<file path="src/rtl/sipo_pkg.sv">
// rtl/sipo_pkg.sv - shared types, defaults and helpers for the serial-in parallel-out receiver
package sipo_pkg;

  // Receiver state: waiting for the first sync, or collecting frames
  typedef enum logic {
    HUNT = 1'b0,
    RECV = 1'b1
  } sipo_state_e;

  localparam int SIPO_DEFAULT_WIDTH = 4;

  // Bit counter width: must hold WIDTH itself, used as the parity bit index
  function automatic int sipo_cnt_width(input int width);
    return $clog2(width + 1);
  endfunction

endpackage

</file>
<file path="src/rtl/sipo_bit_counter.sv">
// rtl/sipo_bit_counter.sv - frame bit counter with sync restart and last-bit / parity-slot flags
module sipo_bit_counter
  import sipo_pkg::*;
#(
  parameter int WIDTH = SIPO_DEFAULT_WIDTH,
  parameter int CW    = sipo_cnt_width(WIDTH)
) (
  input  logic clk,
  input  logic rst_n,
  input  logic sync,
  input  logic strobe,
  input  logic parity_len,
  output logic last,
  output logic parity_slot
);

  logic [CW-1:0] count;
  logic [CW-1:0] last_idx;

  // Frame length grows by one when a parity bit trails the data bits
  assign last_idx = parity_len ? CW'(WIDTH) : CW'(WIDTH - 1);

  // A bit arriving together with sync is bit 0 of the new frame, never the last bit
  always_comb begin
    last        = strobe && !sync && (count == last_idx);
    parity_slot = strobe && !sync && parity_len && (count == CW'(WIDTH));
  end

  // Count accepted bits; sync restarts the frame, completion wraps to zero
  always_ff @(posedge clk or negedge rst_n) begin
    if (!rst_n) begin
      count <= '0;
    end else if (sync) begin
      count <= strobe ? CW'(1) : '0;
    end else if (strobe) begin
      count <= last ? '0 : count + CW'(1);
    end
  end

endmodule

</file>
<file path="src/rtl/sipo_deserializer.sv">
// rtl/sipo_deserializer.sv - serial-to-parallel receiver with held output word; SIPO_PARITY_CHECK_EN adds even parity
module sipo_deserializer
  import sipo_pkg::*;
#(
  parameter int WIDTH = SIPO_DEFAULT_WIDTH
) (
  input  logic             clk,
  input  logic             rst_n,
  input  logic             sin,
  input  logic             sin_en,
  input  logic             sync,
  output logic [WIDTH-1:0] q,
  output logic [WIDTH-1:0] dout,
  output logic             dout_valid,
  input  logic             dout_ready,
  output logic             overrun,
`ifdef SIPO_PARITY_CHECK_EN
  output logic             parity_err,
`endif
  input  logic             overrun_clr
);

  localparam int CW = sipo_cnt_width(WIDTH);

`ifdef SIPO_PARITY_CHECK_EN
  localparam logic PARITY_LEN = 1'b1;
`else
  localparam logic PARITY_LEN = 1'b0;
`endif

  sipo_state_e      state;
  sipo_state_e      state_nxt;
  logic             accept;
  logic             last;
  logic             parity_slot;
  logic             shift;
  logic             load;
  logic             drop;
  logic [WIDTH-1:0] q_next;
  logic [WIDTH-1:0] word;

  // State register
  always_ff @(posedge clk or negedge rst_n) begin
    if (!rst_n) begin
      state <= HUNT;
    end else begin
      state <= state_nxt;
    end
  end

  // Next state: the first sync starts reception, after which frames run back to back
  always_comb begin
    state_nxt = state;
    if (state == HUNT && sync) begin
      state_nxt = RECV;
    end
  end

  // Output decode: a strobe counts while receiving, or in HUNT when it comes with sync
  always_comb begin
    accept = 1'b0;
    if (sin_en && (state == RECV || sync)) begin
      accept = 1'b1;
    end
  end

  sipo_bit_counter #(
    .WIDTH (WIDTH),
    .CW    (CW)
  ) u_bit_counter (
    .clk         (clk),
    .rst_n       (rst_n),
    .sync        (sync),
    .strobe      (accept),
    .parity_len  (PARITY_LEN),
    .last        (last),
    .parity_slot (parity_slot)
  );

  assign q_next = {sin, q[WIDTH-1:1]};
  assign shift  = accept && !parity_slot;

  // With parity the data is already complete in q when the parity bit arrives
`ifdef SIPO_PARITY_CHECK_EN
  assign word = q;
`else
  assign word = q_next;
`endif

  assign load = last && (!dout_valid || dout_ready);
  assign drop = last && dout_valid && !dout_ready;

  // Shift register: new bits enter the MSB so the first bit ends in bit 0
  always_ff @(posedge clk or negedge rst_n) begin
    if (!rst_n) begin
      q <= '0;
    end else if (shift) begin
      q <= q_next;
    end
  end

  // Holding register: a completed word replaces an accepted or empty slot, otherwise it is dropped
  always_ff @(posedge clk or negedge rst_n) begin
    if (!rst_n) begin
      dout       <= '0;
      dout_valid <= 1'b0;
    end else if (load) begin
      dout       <= word;
      dout_valid <= 1'b1;
    end else if (dout_valid && dout_ready) begin
      dout_valid <= 1'b0;
    end
  end

  // Sticky overrun: a drop in the same cycle as a clear keeps the flag set
  always_ff @(posedge clk or negedge rst_n) begin
    if (!rst_n) begin
      overrun <= 1'b0;
    end else if (drop) begin
      overrun <= 1'b1;
    end else if (overrun_clr) begin
      overrun <= 1'b0;
    end
  end

`ifdef SIPO_PARITY_CHECK_EN
  // Parity status travels with the held word; dropped words leave it alone
  always_ff @(posedge clk or negedge rst_n) begin
    if (!rst_n) begin
      parity_err <= 1'b0;
    end else if (load) begin
      parity_err <= (^q) ^ sin;
    end else if (dout_valid && dout_ready) begin
      parity_err <= 1'b0;
    end
  end
`endif

endmodule

</file>
<file path="config.mk">
export PLATFORM = sky130hd
export DESIGN_NAME = sipo_deserializer
export DESIGN_NICKNAME = d
export VERILOG_FILES = /design/src/rtl/sipo_pkg.sv /design/src/rtl/sipo_bit_counter.sv /design/src/rtl/sipo_deserializer.sv
export SDC_FILE = /design/constraint.sdc
export NUM_CORES = 1
export LEC_CHECK = 0
export BUFFER_PORTS_ARGS = -buffer_cell sky130_fd_sc_hd__buf_2
export CORE_AREA = 2 2 39 41
export CTS_CLUSTER_DIAMETER = 120
export DETAILED_ROUTE_END_ITERATION = 8
export DIE_AREA = 0 0 41 43
export GPL_ROUTABILITY_DRIVEN = 0
export HOLD_SLACK_MARGIN = 0.1
export PLACE_DENSITY = 0.72
export SETUP_SLACK_MARGIN = 0.3
export SLEW_MARGIN = 40
export SYNTH_ARGS = -nofsm -noshare
export SYNTH_HDL_FRONTEND = slang
export SYNTH_SLANG_ARGS = --single-unit
</file>
<file path="constraint.sdc">
create_clock -name clk -period 2.3 [get_ports clk]
set_input_delay 0.23 -clock clk [delete_from_list [all_inputs] [get_ports clk]]
set_output_delay 0.23 -clock clk [all_outputs]
set_load 0.05 [all_outputs]
</file>
==> results.md, run 1 <==
* Result of the run: complete, no violations
* Adder and majority cell fraction of the synthesized area at 0.0211
* Cell chosen for the clock root: clkbuf_4
* IR drop worst, VDD at 0.447 mV
* Proportion of synthesized area in mux cells at 0.152
* Endpoints failing setup at 0
* CTS clk-pin slew, worst paths at 90 ps
* Switching pwr at 0.280 mW
* Synth top area cells: dfrtp_1 59%, mux2_2 15%, nand3b_4 3.4%, nor3b_4 3.2%, ha_1 2.1%
* Sequential cell area fraction in the yosys report at 0.591
* Final period util at 0.681
* Vias after detailed routing at 381
* Number of DRC markers in iteration 0 at 3
* Leading post-synthesis cells by instance count: 14 x dfrtp_1, 8 x mux2_2, 3 x inv_1
* Fmax at 638 MHz
* Die height at 43 um
* Clock period minus final worst setup slack at 1570 ps
* Number of iterations in the first detailed-routing pass at 4
* Dominant register cell in the synthesized netlist: dfrtp_1
* Library cell contributing the largest single delay on the critical path: dfrtp_1
* Quantity of gates resized following cts at 0
* Netlist area before placement at 593 um^2
* Highest cell delay on the worst timing path at 370 ps
* Synthesized area per cell at 14.1 um^2
* Cells along the critical path: ha_1 > or2b_4 > nor3b_4 > mux2_2
* Post-Synth Simple-Gate Area at 0.152
* Top delay family on crit path: simple AND/OR/NAND/NOR gates
* Post-CTS Setup Repair Bufs at 0
* Die outline width at 41 um
* Most common cell in the synthesized netlist: dfrtp_1
* Synthesized instance count at 42
* Antenna cells at 0
* Die area at 1760 um^2
* Site row count at 14
* Arr. time, crit path at 1730 ps
* Post-synthesis to final-layout area growth at 24.7%
* Proportion of layout cells with a drive suffix above 1 at 0.540
* Total of flip-flops plus latches after synthesis at 14
* Unrepaired setup endpoints after global routing: false
* Share of the synthesized area in compound gates (AO/OA/AOI/OAI) at 0.0654
* Number of buffers inserted during clock tree synthesis at 3
* Synthesized Nets at 50
* Post-route ant nets at 0
* Max-capacitance violation count at 0
* Area share of xor/xnor cells in the synthesized design at 0
* Crit path required time at 2470 ps
* Type of element capturing the critical path: flip-flop
* Setup skew after layout at 7.06 ps
* Power per cell area at 989 nW/um^2
* Total Negative Setup Slacks at 0 ps
* Initial Utilization at 0.429
* Worst-case setup margin in the final layout at 733 ps
* Worst Setup Start Kind: flip-flop
* Cells after DPL at 74
* Share of flip-flops with an asynchronous set or reset at 1.00
* Number of hold violations in the final report at 0
* Switching Share at 0.383
* Deepest clock path buffer count at 2
* Static Leak at 0.358 nW
* Number of vias per cell after detailed routing at 4.82
* EDFF count, synth at 0
* Hold Slack at 126 ps
* Depth of the CTS H-tree at 1
* Number of distinct library cells after synthesis at 17
* First-pass GRT wire length at 1420 um
* Sequential standard cell area at 350 um^2
* Share of total power in the clock network at 0.241
* Antenna violations before repair at 0
* Dominant cell type by area after synthesis: dfrtp_1
* CTS tree: yes
* Core Box Area at 1380 um^2
* Clock sink total at 14
* Part of the total power dissipated in sequential elements at 0.426
* Internal at 0.451 mW
* Via count of the first global-routing pass at 337
* Worst slack at placement at 722 ps
* Aggregate global routing overflow at 0
* Aggregate global-route resource usage at 0.123
* Pin count of the biggest net entering global routing at 15
* CP Class: flip-flop to flip-flop
* Number of standard cells in the layout, taps in and fillers out at 79
* Slew Viols, Final at 0
* Area used by multi-input combinational logic at 231 um^2
* Fraction of the core area covered by cells at the end of the flow at 0.534
* Area share of the largest cell type after synthesis at 0.591
* Nets at 72
* Max transition margin at 0.786
* Port Buffer Count at 16
* Synthesis Warnings at 0
* Min-Delay Path Class: input pin to flip-flop
* Fill cell total of the finished layout at 113
* Dominant combinational cell family by area after synthesis: multiplexers
* # DRC at 0
* Proportion of power drawn by combinational gates at 0.333
* Boundary pin count at 17
* Slew at the pin with the worst max-slew slack at 321 ps
* Skew-Pair Late Insertion Delay at 280 ps
* Sum of net half-perimeters after detailed placement at 712 um
* Final WL at 956 um
* Mean routed wirelength per cell at 12.1 um
* Buffering stage count on the worst path with inverters included at 0
* Top fanout value on the critical path at 4
## placed cells by master, fill, tap and decap left out, types with 2 or more instances in the layout
cell,count
nand2_1,2
a21oi_1,2
mux2_2,8
buf_2,16
or2_2,2
dfrtp_1,14
inv_1,3
clkbuf_4,3
## sequential cells by signal, summed over array words and instances (netlist names)
register / count
q: 4
dout: 4
dout_valid: 1
u_bit_counter.count: 3
overrun: 1
state: 1
## stage by stage
step	area (um^2)	power, mW
floorplan	593	0.498
global placement	693	0.558
detailed placement	693	0.561
CTS	739	0.738
global route	739	0.762
finish	739	0.731
## kinds of logic after synthesis
| logic type | after synthesis |
|---|---|
| and+or+nand+nor | 10 |
| AOI/OAI and AO/OA | 6 |
| buffers and inverters | 3 |
| DFF | 14 |
| muxes | 8 |
| adders and majority gates | 1 |
## cell type report
type / count / area share
clock buffers: 4 / 0.0491
repair buffers: 17 / 0.122
multi-input cells: 25 / 0.313
inverters: 3 / 0.0152
flip-flops and latches: 14 / 0.474
well taps: 16 / 0.0271
## worst paths after layout
kind / to / slack, ps / cells after the start / start
worst max-delay path: dout[0] / 730 / 4 / u_bit_counter.count[0]
worst min-delay path: overrun / 130 / 2 / overrun_clr
worst max register to register: dout[0] / 730 / 4 / u_bit_counter.count[0]
worst min register to register: q[0] / 510 / 1 / q[0]
max in group asynchronous: dout[0] / 1700 / 2 / rst_n
min in group asynchronous: overrun / 360 / 2 / rst_n
## power groups by stage
stage | Clock, mW | Combinational [mW] | Sequential [mW]
2_1_floorplan | 0 | 0.0496 | 0.448
3_3_place_gp | 0 | 0.243 | 0.315
3_5_place_dp | 0 | 0.245 | 0.317
4_1_cts | 0.180 | 0.246 | 0.312
5_1_grt | 0.189 | 0.255 | 0.318
6_report | 0.176 | 0.244 | 0.311
## repair_timing
item	CTS	global route
hold buffers	1	0
endpoints found under the setup margin	0	0
endpoints found under the hold margin	14	0
## routing by layer
layer  track usage  share of wire  vias up
met4        0.0800          0.017        0
met1         0.176           0.48      174
met5             0              0        -
li1              -              -      190
met2         0.156           0.41       15
met3        0.0366          0.087        2
(Power assumes the default switching activity.)
==> run 2, diff against run 1 <==
--- a/config.mk
+++ b/config.mk
@@ -5,14 +5,15 @@
 export SDC_FILE = /design/constraint.sdc
 export NUM_CORES = 1
 export LEC_CHECK = 0
+export ABC_AREA = 1
 export BUFFER_PORTS_ARGS = -buffer_cell sky130_fd_sc_hd__buf_2
-export CORE_AREA = 2 2 39 41
+export CORE_MARGIN = 2
+export CORE_UTILIZATION = 43
 export CTS_CLUSTER_DIAMETER = 120
 export DETAILED_ROUTE_END_ITERATION = 8
-export DIE_AREA = 0 0 41 43
 export GPL_ROUTABILITY_DRIVEN = 0
 export HOLD_SLACK_MARGIN = 0.1
-export PLACE_DENSITY = 0.72
+export PLACE_DENSITY = 0.73
 export SETUP_SLACK_MARGIN = 0.3
 export SLEW_MARGIN = 40
 export SYNTH_ARGS = -nofsm -noshare
==> constraint.sdc (replaced) <==
create_clock -name clk -period 1.4 [get_ports clk]
set_input_delay 0.14 -clock clk [delete_from_list [all_inputs] [get_ports clk]]
set_output_delay 0.14 -clock clk [all_outputs]
set_load 0.05 [all_outputs]
==> results.md, run 2 <==
* Max transition margin at 0.803
* Mean routed wirelength per cell at 11.4 um
* Unrepaired setup endpoints after global routing: true
* Sum of net half-perimeters after detailed placement at 837 um
* Synthesized area per cell at 8.97 um^2
* Port Buffer Count at 16
* Proportion of layout cells with a drive suffix above 1 at 0.315
* Sequential cell area fraction in the yosys report at 0.592
* Nets at 98
* Aggregate global-route resource usage at 0.185
* Worst Reg2Reg Path Length in Cells at 6
* Top fanout value on the critical path at 6
* Most common cell in the synthesized netlist: nand2_1
* Arr. time, crit path at 1280 ps
* Area share of the largest cell type after synthesis at 0.592
* First-pass GRT wire length at 1930 um
* EDFF count, synth at 0
* IR drop worst, VDD at 0.820 mV
* Number of vias per cell after detailed routing at 4.82
* Power per cell area at 1520 nW/um^2
* Cells after DPL at 98
* Site row count at 13
* Antenna cells at 0
* Number of hold violations in the final report at 0
* # DRC at 0
* Most common library cell in the layout ignoring fill and taps: nand2_1
* Dominant cell type by area after synthesis: dfrtp_1
* Result of the run: complete, no violations
* Final WL at 1190 um
* Final period util at 0.791
* Worst hold stages at 3
* Share of flip-flops with an asynchronous set or reset at 1.00
* Static Leak at 0.434 nW
* Clock period minus final worst setup slack at 1110 ps
* Cells along the critical path: ha_4 > nand2_4 > nor2_4 > nand2_4 > nand2_1 > nand2_1
* Cell chosen for the clock root: clkbuf_4
* Highest cell delay on the worst timing path at 410 ps
* Setup skew after layout at 4.54 ps
* Synth top area cells: dfrtp_1 59%, nand2_1 13%, nand3_1 8.5%, inv_1 6.3%, o21ai_0 2.5%
* Via count of the first global-routing pass at 445
* Synthesized Nets at 74
* Die height at 41.1 um
* Die area at 1690 um^2
* Post-synthesis to final-layout area growth at 33.6%
* Netlist area before placement at 592 um^2
* Total of flip-flops plus latches after synthesis at 14
* Pin count of the biggest net entering global routing at 15
* Number of iterations in the first detailed-routing pass at 4
* Slack of the worst reg-to-reg path at 290 ps
* Crit path required time at 1570 ps
* Vias after detailed routing at 501
* Die outline width at 41.1 um
* Max-capacitance violation count at 0
* Slew Viols, Final at 0
* Number of DRC markers in iteration 0 at 8
* Min-Delay Path Class: input pin to flip-flop
* Type of element capturing the critical path: flip-flop
* Clock sink total at 14
* Depth of the CTS H-tree at 1
* Registers with the highest flip-flop counts: dout: 4 flops, q: 4 flops, u_bit_counter.count: 3 flops
* CP Class: flip-flop to flip-flop
* Top delay family on crit path: flip-flops
* Commonest cells after routing, fill and taps aside: 19 x nand2_1, 13 x dfrtp_1, 12 x buf_2, 10 x inv_1, 10 x nand3_1
* Library cell contributing the largest single delay on the critical path: dfrtp_1
* Aggregate global routing overflow at 0
* Count of cell instances traversed by the critical path at 6
* Core Box Area at 1300 um^2
* Post-route ant nets at 0
* Antenna violations before repair at 0
* Slew at the pin with the worst max-slew slack at 296 ps
* Deepest clock path buffer count at 2
* Synthesized instance count at 66
* Fmax at 903 MHz
* Boundary pin count at 17
* Total Negative Setup Slacks at 0 ps
* Dominant register cell in the synthesized netlist: dfrtp_1
* Fraction of the core area covered by cells at the end of the flow at 0.608
* Number of standard cells in the layout, taps in and fillers out at 104
* Skew-Pair Late Insertion Delay at 280 ps
* Worst Setup Start Kind: flip-flop
* Buffering stage count on the worst path with inverters included at 0
* Leading post-synthesis cells by instance count: 20 x nand2_1, 14 x dfrtp_1, 10 x inv_1, 10 x nand3_1, 3 x o21ai_0
* CTS clk-pin slew, worst paths at 80 ps
* Endpoints failing setup at 0
* Number of distinct library cells after synthesis at 13
* Number of buffers inserted during clock tree synthesis at 3
* Initial Utilization at 0.455
* CTS tree: yes
* Post-CTS Setup Repair Bufs at 0
* Synthesis Warnings at 0
run 2: cell types whose count changed in the layout (fill, tap and decap cells not counted), moves of 2 or more:
cell and change:
nor2_1 +2, buf_2 -4, buf_4 +3, nand2_4 +2, mux2_2 -8, nand3_1 +10
inv_1 +7, nand2_1 +17, o21ai_1 +3, clkbuf_4 +2
run 2: layout make-up:
| type | count | area [um^2] |
|---|---|---|
| Clock buffer | 4 | 36.3 |
| Tap cell | 15 | 18.8 |
| Inverter | 10 | 37.5 |
| Fill cell | 123 | 510 |
| Timing Repair Buffer | 19 | 118 |
| Sequential cell | 14 | 352 |
| Multi-Input combinational cell | 42 | 229 |
run 2: per-layer routing:
layer	global-route usage	share of wire	routed length (um)	vias up
li1	-	-	-	252
met1	0.235	0.42	499	231
met2	0.262	0.51	602	14
met3	0.0924	0.059	70	4
met4	0.0806	0.013	16	0
met5	0	0	0	-
run 2: tightest hold or removal path, delay by kind of cell:
| family | cells | cell delay [ps] |
|---|---|---|
| AND/OR/NAND/NOR | 2 | 130 |
| buffers and inverters | 1 | 90 |
run 2: kinds of logic (layout without fill, tap and decap cells):
| family | after synthesis | in the layout | share of synthesized area |
|---|---|---|---|
| AOI/OAI and AO/OA | 5 | 5 | 0.0423 |
| adders and majority gates | 1 | 1 | 0.0211 |
| buffers and inverters | 10 | 33 | 0.0634 |
| DFF | 14 | 14 | 0.592 |
| and+or+nand+nor | 36 | 36 | 0.281 |
run 2: worst paths after layout:
check | start | end
max in group asynchronous | rst_n | dout_valid
worst max register to register | u_bit_counter.count[1] | dout[2]
worst min-delay path | sin | dout[3]
worst min register to register | dout[0] | dout[0]
min in group asynchronous | rst_n | dout[2]
worst max-delay path | u_bit_counter.count[1] | dout[2]
run 2: power breakdown:
part	total [mW]	internal (mW)	switching (mW)
registers	0.514	0.470	0.0444
logic	0.406	0.104	0.302
clock network	0.280	0.158	0.122
run 2: through the flow:
| stage | hold WS (ps) | total power [mW] | instance area (um^2) | worst slack [ps] |
|---|---|---|---|---|
| floorplan | -156 | 0.798 | 593 | 324 |
| global route | 118 | 1.28 | 791 | 218 |
| global placement | 46.1 | 0.897 | 699 | 288 |
| CTS | 109 | 1.20 | 781 | 312 |
| detailed placement | 47.5 | 0.903 | 699 | 240 |
| finish | 114 | 1.20 | 791 | 293 |
run 2: what timing repair did:
item                                    4_1_cts  5_1_grt
resized for setup                             6        5
hold endpoints to repair                     15        0
endpoints found under the setup margin        7        8
pin swaps                                     3        0
hold buffers                                  2        0
